**src/rtl/num_img_reg_reader_if.sv**
```systemverilog
// rtl/num_img_reg_reader_if.sv - command, count-register and tx byte stream bundle for num_img_reg_reader
//
// Ports (master = the reader, slave = its environment):
//   cmd_read_numimg            single-cycle read request from main control
//   busy                       reader occupied with a transaction
//   out_start_flush_numimg_reg one-cycle flush request to the count register
//   in_numimg_reg              {nav_count, science_count} from the count register
//   in_valid_numimg_reg        qualifies in_numimg_reg
//   tx_byte / tx_byte_valid / tx_byte_ready   framed response byte stream
//   done                       one-cycle end-of-transaction pulse
//   timeout_err                one-cycle pulse when the register never answered
//   last_nav_count / last_science_count       most recent successful capture
interface num_img_reg_reader_if;
    logic        cmd_read_numimg;
    logic        busy;
    logic        out_start_flush_numimg_reg;
    logic [31:0] in_numimg_reg;
    logic        in_valid_numimg_reg;
    logic [7:0]  tx_byte;
    logic        tx_byte_valid;
    logic        tx_byte_ready;
    logic        done;
    logic        timeout_err;
    logic [15:0] last_nav_count;
    logic [15:0] last_science_count;

    modport master (
        input  cmd_read_numimg,
        input  in_numimg_reg,
        input  in_valid_numimg_reg,
        input  tx_byte_ready,
        output busy,
        output out_start_flush_numimg_reg,
        output tx_byte,
        output tx_byte_valid,
        output done,
        output timeout_err,
        output last_nav_count,
        output last_science_count
    );

    modport slave (
        output cmd_read_numimg,
        output in_numimg_reg,
        output in_valid_numimg_reg,
        output tx_byte_ready,
        input  busy,
        input  out_start_flush_numimg_reg,
        input  tx_byte,
        input  tx_byte_valid,
        input  done,
        input  timeout_err,
        input  last_nav_count,
        input  last_science_count
    );
endinterface

```
**src/rtl/num_img_reg_reader.sv**
```systemverilog
// rtl/num_img_reg_reader.sv - image-count register reader with 7-byte framed host response
//
// Ports:
//   clk      system clock, rising edge
//   reset_n  asynchronous active-low reset
//   bus      num_img_reg_reader_if.master (command, count register, tx byte stream, status)
//
// Frame: HEADER, status, nav[15:8], nav[7:0], sci[15:8], sci[7:0], XOR of the first six.
module num_img_reg_reader #(
    parameter logic [7:0] HEADER_BYTE    = 8'hA5,
    parameter logic [7:0] ERR_STATUS     = 8'hEE,
    parameter int         TIMEOUT_CYCLES = 16
) (
    input  logic               clk,
    input  logic               reset_n,
    num_img_reg_reader_if.master bus
);

    localparam logic [2:0] ST_IDLE = 3'd0;
    localparam logic [2:0] ST_REQ  = 3'd1;
    localparam logic [2:0] ST_WAIT = 3'd2;
    localparam logic [2:0] ST_SEND = 3'd3;
    localparam logic [2:0] ST_DONE = 3'd4;

    // Index of the final WAIT cycle: the counter starts at 0 on WAIT entry.
    localparam logic [7:0] WAIT_LAST = 8'(TIMEOUT_CYCLES - 1);
    localparam logic [2:0] LAST_IDX  = 3'd6;

    logic [2:0]  state_q, state_d;
    logic        busy_q, busy_d;
    logic        flush_q, flush_d;
    logic [7:0]  tx_byte_q, tx_byte_d;
    logic        tx_valid_q, tx_valid_d;
    logic        done_q, done_d;
    logic        timeout_q, timeout_d;
    logic [31:0] cap_q, cap_d;
    logic [7:0]  status_q, status_d;
    logic [15:0] last_nav_q, last_nav_d;
    logic [15:0] last_sci_q, last_sci_d;
    logic [2:0]  idx_q, idx_d;
    logic [7:0]  cnt_q, cnt_d;

    logic        cap_ok;
    logic        cap_err;
    logic [7:0]  checksum;
    logic [2:0]  next_idx;
    logic [7:0]  next_byte;

    // A valid in REQ or WAIT always wins, including on the final WAIT cycle.
    assign cap_ok  = ((state_q == ST_REQ) || (state_q == ST_WAIT)) && bus.in_valid_numimg_reg;
    assign cap_err = (state_q == ST_WAIT) && !bus.in_valid_numimg_reg && (cnt_q == WAIT_LAST);

    // Built from the registered capture, so stalls cannot disturb it.
    assign checksum = HEADER_BYTE ^ status_q ^ cap_q[31:24] ^ cap_q[23:16]
                      ^ cap_q[15:8] ^ cap_q[7:0];

    assign next_idx = idx_q + 3'd1;

    always_comb begin
        next_byte = checksum;
        case (next_idx)
            3'd1:    next_byte = status_q;
            3'd2:    next_byte = cap_q[31:24];
            3'd3:    next_byte = cap_q[23:16];
            3'd4:    next_byte = cap_q[15:8];
            3'd5:    next_byte = cap_q[7:0];
            default: next_byte = checksum;
        endcase
    end

    always_comb begin
        state_d    = state_q;
        busy_d     = busy_q;
        flush_d    = 1'b0;
        tx_byte_d  = tx_byte_q;
        tx_valid_d = tx_valid_q;
        done_d     = 1'b0;
        timeout_d  = 1'b0;
        cap_d      = cap_q;
        status_d   = status_q;
        last_nav_d = last_nav_q;
        last_sci_d = last_sci_q;
        idx_d      = idx_q;
        cnt_d      = cnt_q;

        if (cap_ok) begin
            cap_d      = bus.in_numimg_reg;
            status_d   = 8'h00;
            last_nav_d = bus.in_numimg_reg[31:16];
            last_sci_d = bus.in_numimg_reg[15:0];
        end

        if (cap_err) begin
            cap_d     = 32'h0;
            status_d  = ERR_STATUS;
            timeout_d = 1'b1;
        end

        // Either outcome presents the header on the very next cycle.
        if (cap_ok || cap_err) begin
            state_d    = ST_SEND;
            tx_valid_d = 1'b1;
            tx_byte_d  = HEADER_BYTE;
            idx_d      = 3'd0;
        end

        case (state_q)
            ST_IDLE: begin
                if (bus.cmd_read_numimg) begin
                    state_d = ST_REQ;
                    busy_d  = 1'b1;
                    flush_d = 1'b1;
                end
            end
            ST_REQ: begin
                if (!bus.in_valid_numimg_reg) begin
                    state_d = ST_WAIT;
                    cnt_d   = 8'd0;
                end
            end
            ST_WAIT: begin
                if (!cap_ok && !cap_err) begin
                    cnt_d = cnt_q + 8'd1;
                end
            end
            ST_SEND: begin
                if (tx_valid_q && bus.tx_byte_ready) begin
                    if (idx_q == LAST_IDX) begin
                        tx_valid_d = 1'b0;
                        tx_byte_d  = 8'h00;
                        state_d    = ST_DONE;
                    end else begin
                        idx_d     = next_idx;
                        tx_byte_d = next_byte;
                    end
                end
            end
            ST_DONE: begin
                // done and the busy release land together on leaving DONE.
                state_d = ST_IDLE;
                busy_d  = 1'b0;
                done_d  = 1'b1;
            end
            default: begin
                state_d = ST_IDLE;
            end
        endcase
    end

    always_ff @(posedge clk or negedge reset_n) begin
        if (!reset_n) begin
            state_q    <= ST_IDLE;
            busy_q     <= 1'b0;
            flush_q    <= 1'b0;
            tx_byte_q  <= 8'h00;
            tx_valid_q <= 1'b0;
            done_q     <= 1'b0;
            timeout_q  <= 1'b0;
            cap_q      <= 32'h0;
            status_q   <= 8'h00;
            last_nav_q <= 16'h0;
            last_sci_q <= 16'h0;
            idx_q      <= 3'd0;
            cnt_q      <= 8'd0;
        end else begin
            state_q    <= state_d;
            busy_q     <= busy_d;
            flush_q    <= flush_d;
            tx_byte_q  <= tx_byte_d;
            tx_valid_q <= tx_valid_d;
            done_q     <= done_d;
            timeout_q  <= timeout_d;
            cap_q      <= cap_d;
            status_q   <= status_d;
            last_nav_q <= last_nav_d;
            last_sci_q <= last_sci_d;
            idx_q      <= idx_d;
            cnt_q      <= cnt_d;
        end
    end

    assign bus.busy                       = busy_q;
    assign bus.out_start_flush_numimg_reg = flush_q;
    assign bus.tx_byte                    = tx_byte_q;
    assign bus.tx_byte_valid              = tx_valid_q;
    assign bus.done                       = done_q;
    assign bus.timeout_err                = timeout_q;
    assign bus.last_nav_count             = last_nav_q;
    assign bus.last_science_count         = last_sci_q;

endmodule

```
**src/flat_wrapper.sv**
```systemverilog
// flat-port wrapper written by rule: the top's interface ports become plain ports
module num_img_reg_reader_flat 
#(
    parameter logic [7:0] HEADER_BYTE    = 8'hA5,
    parameter logic [7:0] ERR_STATUS     = 8'hEE,
    parameter int         TIMEOUT_CYCLES = 16
)
  (clk, reset_n, bus_cmd_read_numimg, bus_in_numimg_reg, bus_in_valid_numimg_reg, bus_tx_byte_ready, bus_busy, bus_out_start_flush_numimg_reg, bus_tx_byte, bus_tx_byte_valid, bus_done, bus_timeout_err, bus_last_nav_count, bus_last_science_count);
  num_img_reg_reader_if bus_i ();
  input  logic clk;
  input  logic reset_n;
  input wire logic [$bits(bus_i.cmd_read_numimg)-1:0] bus_cmd_read_numimg;
  input wire logic [$bits(bus_i.in_numimg_reg)-1:0] bus_in_numimg_reg;
  input wire logic [$bits(bus_i.in_valid_numimg_reg)-1:0] bus_in_valid_numimg_reg;
  input wire logic [$bits(bus_i.tx_byte_ready)-1:0] bus_tx_byte_ready;
  output wire logic [$bits(bus_i.busy)-1:0] bus_busy;
  output wire logic [$bits(bus_i.out_start_flush_numimg_reg)-1:0] bus_out_start_flush_numimg_reg;
  output wire logic [$bits(bus_i.tx_byte)-1:0] bus_tx_byte;
  output wire logic [$bits(bus_i.tx_byte_valid)-1:0] bus_tx_byte_valid;
  output wire logic [$bits(bus_i.done)-1:0] bus_done;
  output wire logic [$bits(bus_i.timeout_err)-1:0] bus_timeout_err;
  output wire logic [$bits(bus_i.last_nav_count)-1:0] bus_last_nav_count;
  output wire logic [$bits(bus_i.last_science_count)-1:0] bus_last_science_count;
  assign bus_i.cmd_read_numimg = bus_cmd_read_numimg;
  assign bus_i.in_numimg_reg = bus_in_numimg_reg;
  assign bus_i.in_valid_numimg_reg = bus_in_valid_numimg_reg;
  assign bus_i.tx_byte_ready = bus_tx_byte_ready;
  assign bus_busy = bus_i.busy;
  assign bus_out_start_flush_numimg_reg = bus_i.out_start_flush_numimg_reg;
  assign bus_tx_byte = bus_i.tx_byte;
  assign bus_tx_byte_valid = bus_i.tx_byte_valid;
  assign bus_done = bus_i.done;
  assign bus_timeout_err = bus_i.timeout_err;
  assign bus_last_nav_count = bus_i.last_nav_count;
  assign bus_last_science_count = bus_i.last_science_count;
  num_img_reg_reader #(.HEADER_BYTE(HEADER_BYTE), .ERR_STATUS(ERR_STATUS), .TIMEOUT_CYCLES(TIMEOUT_CYCLES)) u_core (.clk(clk), .reset_n(reset_n), .bus(bus_i));
endmodule
```
**config.mk**
```make
export PLATFORM = sky130hd
export DESIGN_NAME = num_img_reg_reader_flat
export DESIGN_NICKNAME = d
export VERILOG_FILES = /design/src/rtl/num_img_reg_reader_if.sv /design/src/rtl/num_img_reg_reader.sv /design/src/flat_wrapper.sv
export SDC_FILE = /design/constraint.sdc
export NUM_CORES = 1
export LEC_CHECK = 0
export ABC_AREA = 1
export CORE_MARGIN = 2
export CORE_UTILIZATION = 53
export DETAILED_ROUTE_END_ITERATION = 10
export GPL_TIMING_DRIVEN = 0
export HOLD_SLACK_MARGIN = 0.05
export PLACE_DENSITY_LB_ADDON = 0.08
export SETUP_SLACK_MARGIN = 0.05
export SYNTH_ARGS = -nofsm -noshare
export SYNTH_HDL_FRONTEND = slang
export SYNTH_SLANG_ARGS = --single-unit
```
**constraint.sdc**
```tcl
create_clock -name clk -period 1.8 [get_ports clk]
set_input_delay 0.36 -clock clk [delete_from_list [all_inputs] [get_ports clk]]
set_output_delay 0.36 -clock clk [all_outputs]
set_load 0.1 [all_outputs]
```
Yosys cells after proc, flatten, opt, wreduce, memory -nomap -nowiden
Index checks and enable logic that the tools add are counted.
W data, S select, Z words.

storage, ports and cells
  logic and storage cells = 82
  bits in registers = 99
  bits of input ports = 37
  output and inout port bits = 45

operators by class
  bitwise operators = 5
  reduce and logical (&&, ||, !) cells = 16
  eq/ne operators = 14
  $add $sub $neg = 2
  muxes and demuxes = 32

operators with widths
  cell                   count
  $mux W32               2
  $mux W8                8
  $pmux W8 S5            1
  $xor A8 B8 Y8          4
  $mux W3                9
  $pmux W8 S2            1
  $eq A3 B2 Y1 const B   4
  $eq A3 B3 Y1 const B   4
  $pmux W3 S4            1
  $mux W1                9
  $add A8 B1 Y8 const B  1
  $eq A8 B4 Y1 const B   1
  $eq A3 B1 Y1 const B   2
  $ne A2 B2 Y1 const B   3
  $reduce_bool A2 Y1     3
  $logic_and A1 B1 Y1    5
  $not A4 Y4             1
  $add A3 B1 Y3 const B  1
  $logic_not A1 Y1       3
  $logic_not A3 Y1       1
  $reduce_and A3 Y1      1
  $logic_or A1 B1 Y1     2
  $pmux W1 S2            1
  $reduce_and A2 Y1      1

Logic depth before layout (Yosys ltp)
  depth after elaboration = 9
  mapped depth = 12
  mapped depth without buffers = 12

Least setup slack after synthesis
No wires, ideal clock.

  kind = reg2reg
  start point = register u_core.tx_valid_q (netlist: u_core.bus.tx_byte_valid)
  end point = register u_core.tx_byte_q[4] (netlist: u_core.bus.tx_byte[4])
  library setup time = 0.069 ns
  data arrival time = 1.753 ns
  path buffers = 1
  cell stages (with the launch flop) = 8
  setup slack = -0.022 ns
  clock period less this slack = 1.822 ns
  data required time = 1.731 ns
  cell sequence = dfrtp_1 > nand2_1 > nor2_1 > nand2_1 > clkbuf_1 > a21oi_1 > nand2_1 > nand2_1

on the way
  cells in the longest elaborated chain, start to end = 3

RTL lines
  element                  RTL line                   source
  start, declared          num_img_reg_reader.sv:33   logic tx_valid_q, tx_valid_d;
  start signal, assigned   num_img_reg_reader.sv:170  tx_valid_q <= tx_valid_d;
  $logic_and A1 B1 Y1      num_img_reg_reader.sv:127  if (tx_valid_q && bus.tx_byte_ready) begin
  $mux W8                  num_img_reg_reader.sv:127
  $mux W8                  num_img_reg_reader.sv:107  case (state_q)
  net u_core.tx_byte_d[4]  num_img_reg_reader.sv:32   logic [7:0] tx_byte_q, tx_byte_d;
  end signal, assigned     num_img_reg_reader.sv:169  tx_byte_q <= tx_byte_d;
  end, declared            num_img_reg_reader.sv:32

The timed path passes the listed nets, and every way through them passes these cells.
A chain may end at the register's enable or synchronous reset.

Worst setup path after layout
  start point = register u_core.idx_q[1]
  end point = register u_core.tx_byte_q[6] (netlist: u_core.bus.tx_byte[6])

on the way
  cells in the longest elaborated chain, start to end = 6
  elaborated cells on any way between the ends = 11
  those cells by class = 1 x add/sub; 6 x eq/ne; 4 x mux

RTL lines
  element                                     RTL line                   source
  start, declared                             num_img_reg_reader.sv:40   logic [2:0] idx_q, idx_d;
  start signal, assigned                      num_img_reg_reader.sv:177  idx_q <= idx_d;
  $add A3 B1 Y3                               num_img_reg_reader.sv:57   assign next_idx = idx_q + 3'd1;
  $eq A3 B3 Y1, or another cell as far along  num_img_reg_reader.sv:61   case (next_idx)
  $pmux W8 S5                                 num_img_reg_reader.sv:61
  $mux W8 (*)                                 num_img_reg_reader.sv:128  if (idx_q == LAST_IDX) begin
  $mux W8 (*)                                 num_img_reg_reader.sv:127
  $mux W8 (*)                                 num_img_reg_reader.sv:107
  net u_core.tx_byte_d[6]                     num_img_reg_reader.sv:32

The timed path passes the listed nets; every way through them passes the cells marked *.

==> metrics.md <==
| Metric | Value |
|---|---|
| CTS Buf Count | `9` |
| GPL Wtd Cong | `0.9031` |
| Minimum clock period | `approximately 1.7 ns` |
| Hold Startpoint | `u_core.bus.last_science_count[15]` |
| Row count | `34` |
| Met3 usage | `under 10%` |
| Critical path startpoint | `u_core.idx_q[1]` |
| Status | `complete, no violations` |
| Avg Inst Size Synth | `slightly below 8 um^2` |
| Arrival time at the worst endpoint | `around 2.0 ns` |
| Number of synthesized register bits | `between 90 and 100` |
| Max Cap Viol | `0` |
| Num ports | `82` |
| Setup ws final | `just under 0.09 ns` |
| Die Span X | `just under 100 um` |
| IO buf count | `81` |
| Hold Fails Final Rpt | `0` |
| Met2 GRT Util | `between 40% and 50%` |
| Clock Tree Buf Depth | `2` |
| CTS tree | `built` |
| Reg-to-Reg Start | `u_core.idx_q[1]` |
| Min-delay worst type | `flip-flop to flip-flop` |
| Fin crit share | `between 90% and 100%` |
| GR Util met1 | `roughly 34%` |
| Pre-antenna DRT Iters | `5` |
| Register bank with the most flops | `u_core.cap_q` |
| Setup crit start kind | `flip-flop` |
| Syn-to-layout area delta | `31.79%` |
| Worst path required time | `just over 2 ns` |
| Headroom to the max-slew limit | `61.47%` |
| Initial antenna violation count | `0` |
| Setup WS pre-CTS | `-0.3554 ns` |
| Delay-heaviest family, CP | `simple AND/OR/NAND/NOR gates` |
| Final setup skew | `roughly 0.0091 ns` |
| Final setup violation count | `0` |
| Max IR drop VDD | `371.0 uV` |
| Via count | `approximately 4,400` |
| Grt ovf | `0` |
| Most common cell after layout, fill and taps aside | `nand2_1` |
| Worst path slowest cell | `dfrtp_2` |
| Drt drc | `0` |
| RSZ-0062 raised after global routing | `true` |
| Largest register FFs | `32` |
| CP Class | `flip-flop to flip-flop` |
| Slew Viols, Final | `0` |
| Largest stage delay on the critical path | `0.45 ns` |
| Vias per inst | `5.317` |
| CP Capture Type | `flip-flop` |
| CTS clk-pin slew, worst paths | `0.09 ns` |
| Final antenna-violating net count | `0` |
| Gr busiest metal | `met2` |
| Core area | `8721 um^2` |
| CP cell instances | `ha_4 > inv_2 > nand2_2 > nand2_4 > buf_6 > buf_4 > o21ai_0 > nand3_1 > nand3_1 > nand3_1 > nand2_1` |
| Post-Route Setup TNS | `0 ns` |
| Post-synthesis sequential area ratio | `roughly half` |
| Most frequent cells in the layout | `190 x nand2_1, 89 x dfrtp_1, 77 x inv_1, 45 x clkdlybuf4s15_2` |
| DP Wirelength | `around 8900 um` |
| Nets@finish | `751` |
| Hold WS | `slightly below 0.5 ns` |
| Antenna diodes | `0` |
| Post-synthesis cell area | `between 4000 and 5000 um^2` |
| DR iter-0 viols | `271` |
| Leakage | `around 3.2 nW` |
| CP Max Fanout | `5` |
| Final WL | `12,840 um` |
| Distinct cell type count after synthesis | `29` |
| CP dominant cell by count | `nand3_1` |
| Syn Inst Count | `~600` |
| Final Power | `roughly 3.7 mW` |
| Global-route wire length before repair | `around 21,000 um` |
| Buf/Inv on CP | `3` |
| Ratio of cells with drive above 1 in the final layout | `about a fifth` |
| CTS HTree Levels | `3` |
| Largest net degree at the start of global routing | `51` |
| Gr usage total | `around 28%` |
| Syn_nets | `approximately 650` |
| CTS Sinks | `92` |
| Die area | `roughly 10000 um^2` |
| Peak Freq | `583.9 MHz` |
| Root Driver | `clkbuf_8` |
| Routed wire per std cell | `between 15 and 20 um` |
| Vias in the first global route | `about 4,300` |
| Worst Max-Slew Pin Slew | `about 0.58 ns` |
| Pwr per Cell Area | `between 500 and 600 nW/um^2` |
| Clk_lat worst skew | `0.37 ns` |
| Initial Utilization | `between 50% and 60%` |
| Die Y-Extent | `a little under 100 um` |
| Yosys warnings | `0` |
-- stage by stage --
stage / instance area (um^2) / utilization (%) / std cells
finish: 6302 / 72.27 / 821
global route: 6302 / 72.27 / 821
CTS: 6133 / 70.33 / 815
detailed placement: 5754 / 65.98 / 792
global placement: 5729 / 65.70 / 791
floorplan: 4783 / - / 602
-- cell type report --
cell class | instances | area, um^2
fill | 701 | 2419
inverter | 85 | 326.6
timing repair buffer | 94 | 1001
multi-input combinational | 407 | 2171
tap | 108 | 135.1
clock buffer | 11 | 151.4
clock inverter | 5 | 60.06
sequential | 92 | 2306
buffer | 19 | 151.4
-- synth_stat cells, drive strengths merged --
cell      n  share of area (%)
o22ai    27                5.6
dfrtp    92                 48
inv      84                6.6
o21ai    57                6.0
nand2   203                 16
nand4     7               0.92
nand3b    1               0.16
nor2     33                2.7
clkinv    1              0.078
buf      15                2.3
clkbuf    4               0.31
a21oi     7               0.73
xor2     10                1.8
nor3      4               0.52
or2       2               0.26
nand3    41                4.6
ha        6                1.6
xnor2     8                1.5
-- report_power, final --
group	internal (mW)	total (mW)	leakage [nW]	switching, mW
Combinational	0.0804	0.161	2.01	0.0802
Sequential	2.06	2.06	1.11	0
Clock	0.720	1.47	0.106	0.749
Total	2.87	3.70	3.23	0.830
-- path summary, 6_finish.rpt --
kind,cells after the start,end,slack [ns]
max,11,u_core.bus.tx_byte[6],0.09
min,2,u_core.bus.last_science_count[15],0.49
max reg2reg,11,u_core.bus.tx_byte[6],0.09
min reg2reg,2,u_core.bus.last_science_count[15],0.49
max in group asynchronous,3,u_core.idx_q[0],0.62
min in group asynchronous,2,u_core.bus.last_nav_count[5],0.53
-- worst reg2reg max path: stages, from the launching register on --
cell,delay [ns]
dfrtp_2,0.45
ha_4,0.18
inv_2,0.05
nand2_2,0.07
nand2_4,0.12
buf_6,0.11
buf_4,0.12
o21ai_0,0.10
nand3_1,0.19
nand3_1,0.10
nand3_1,0.08
nand2_1,0.05
-- logic make-up after synthesis --
logic type | count (synthesis) | synth area share, %
AO/OA/AOI/OAI | 91 | 12.40
flip-flops | 92 | 48.14
buffers and inverters | 104 | 9.288
adder cells (fa/ha/maj) | 6 | 1.570
XOR/XNOR | 18 | 3.297
AND/OR/NAND/NOR | 291 | 25.30
-- per-layer routing --
layer | share of wire [%] | routed length, um | up-vias
li1 | - | - | 2121
met1 | 42 | 5386 | 2077
met2 | 48 | 6224 | 134
met3 | 5.9 | 756 | 33
met4 | 3.7 | 472 | 0
met5 | 0 | 0 | -
-- repair_timing --
item                                    in CTS  in global routing
buffers inserted                             6                  5
resized for setup                          151                 35
endpoints found under the setup margin      61                 52
gates cloned                                 0                  1
hold buffers                                 1                  0
pin swaps                                    4                 12
endpoints found under the hold margin       42                  0
No activity file was read; power rests on OpenSTA's default activity.
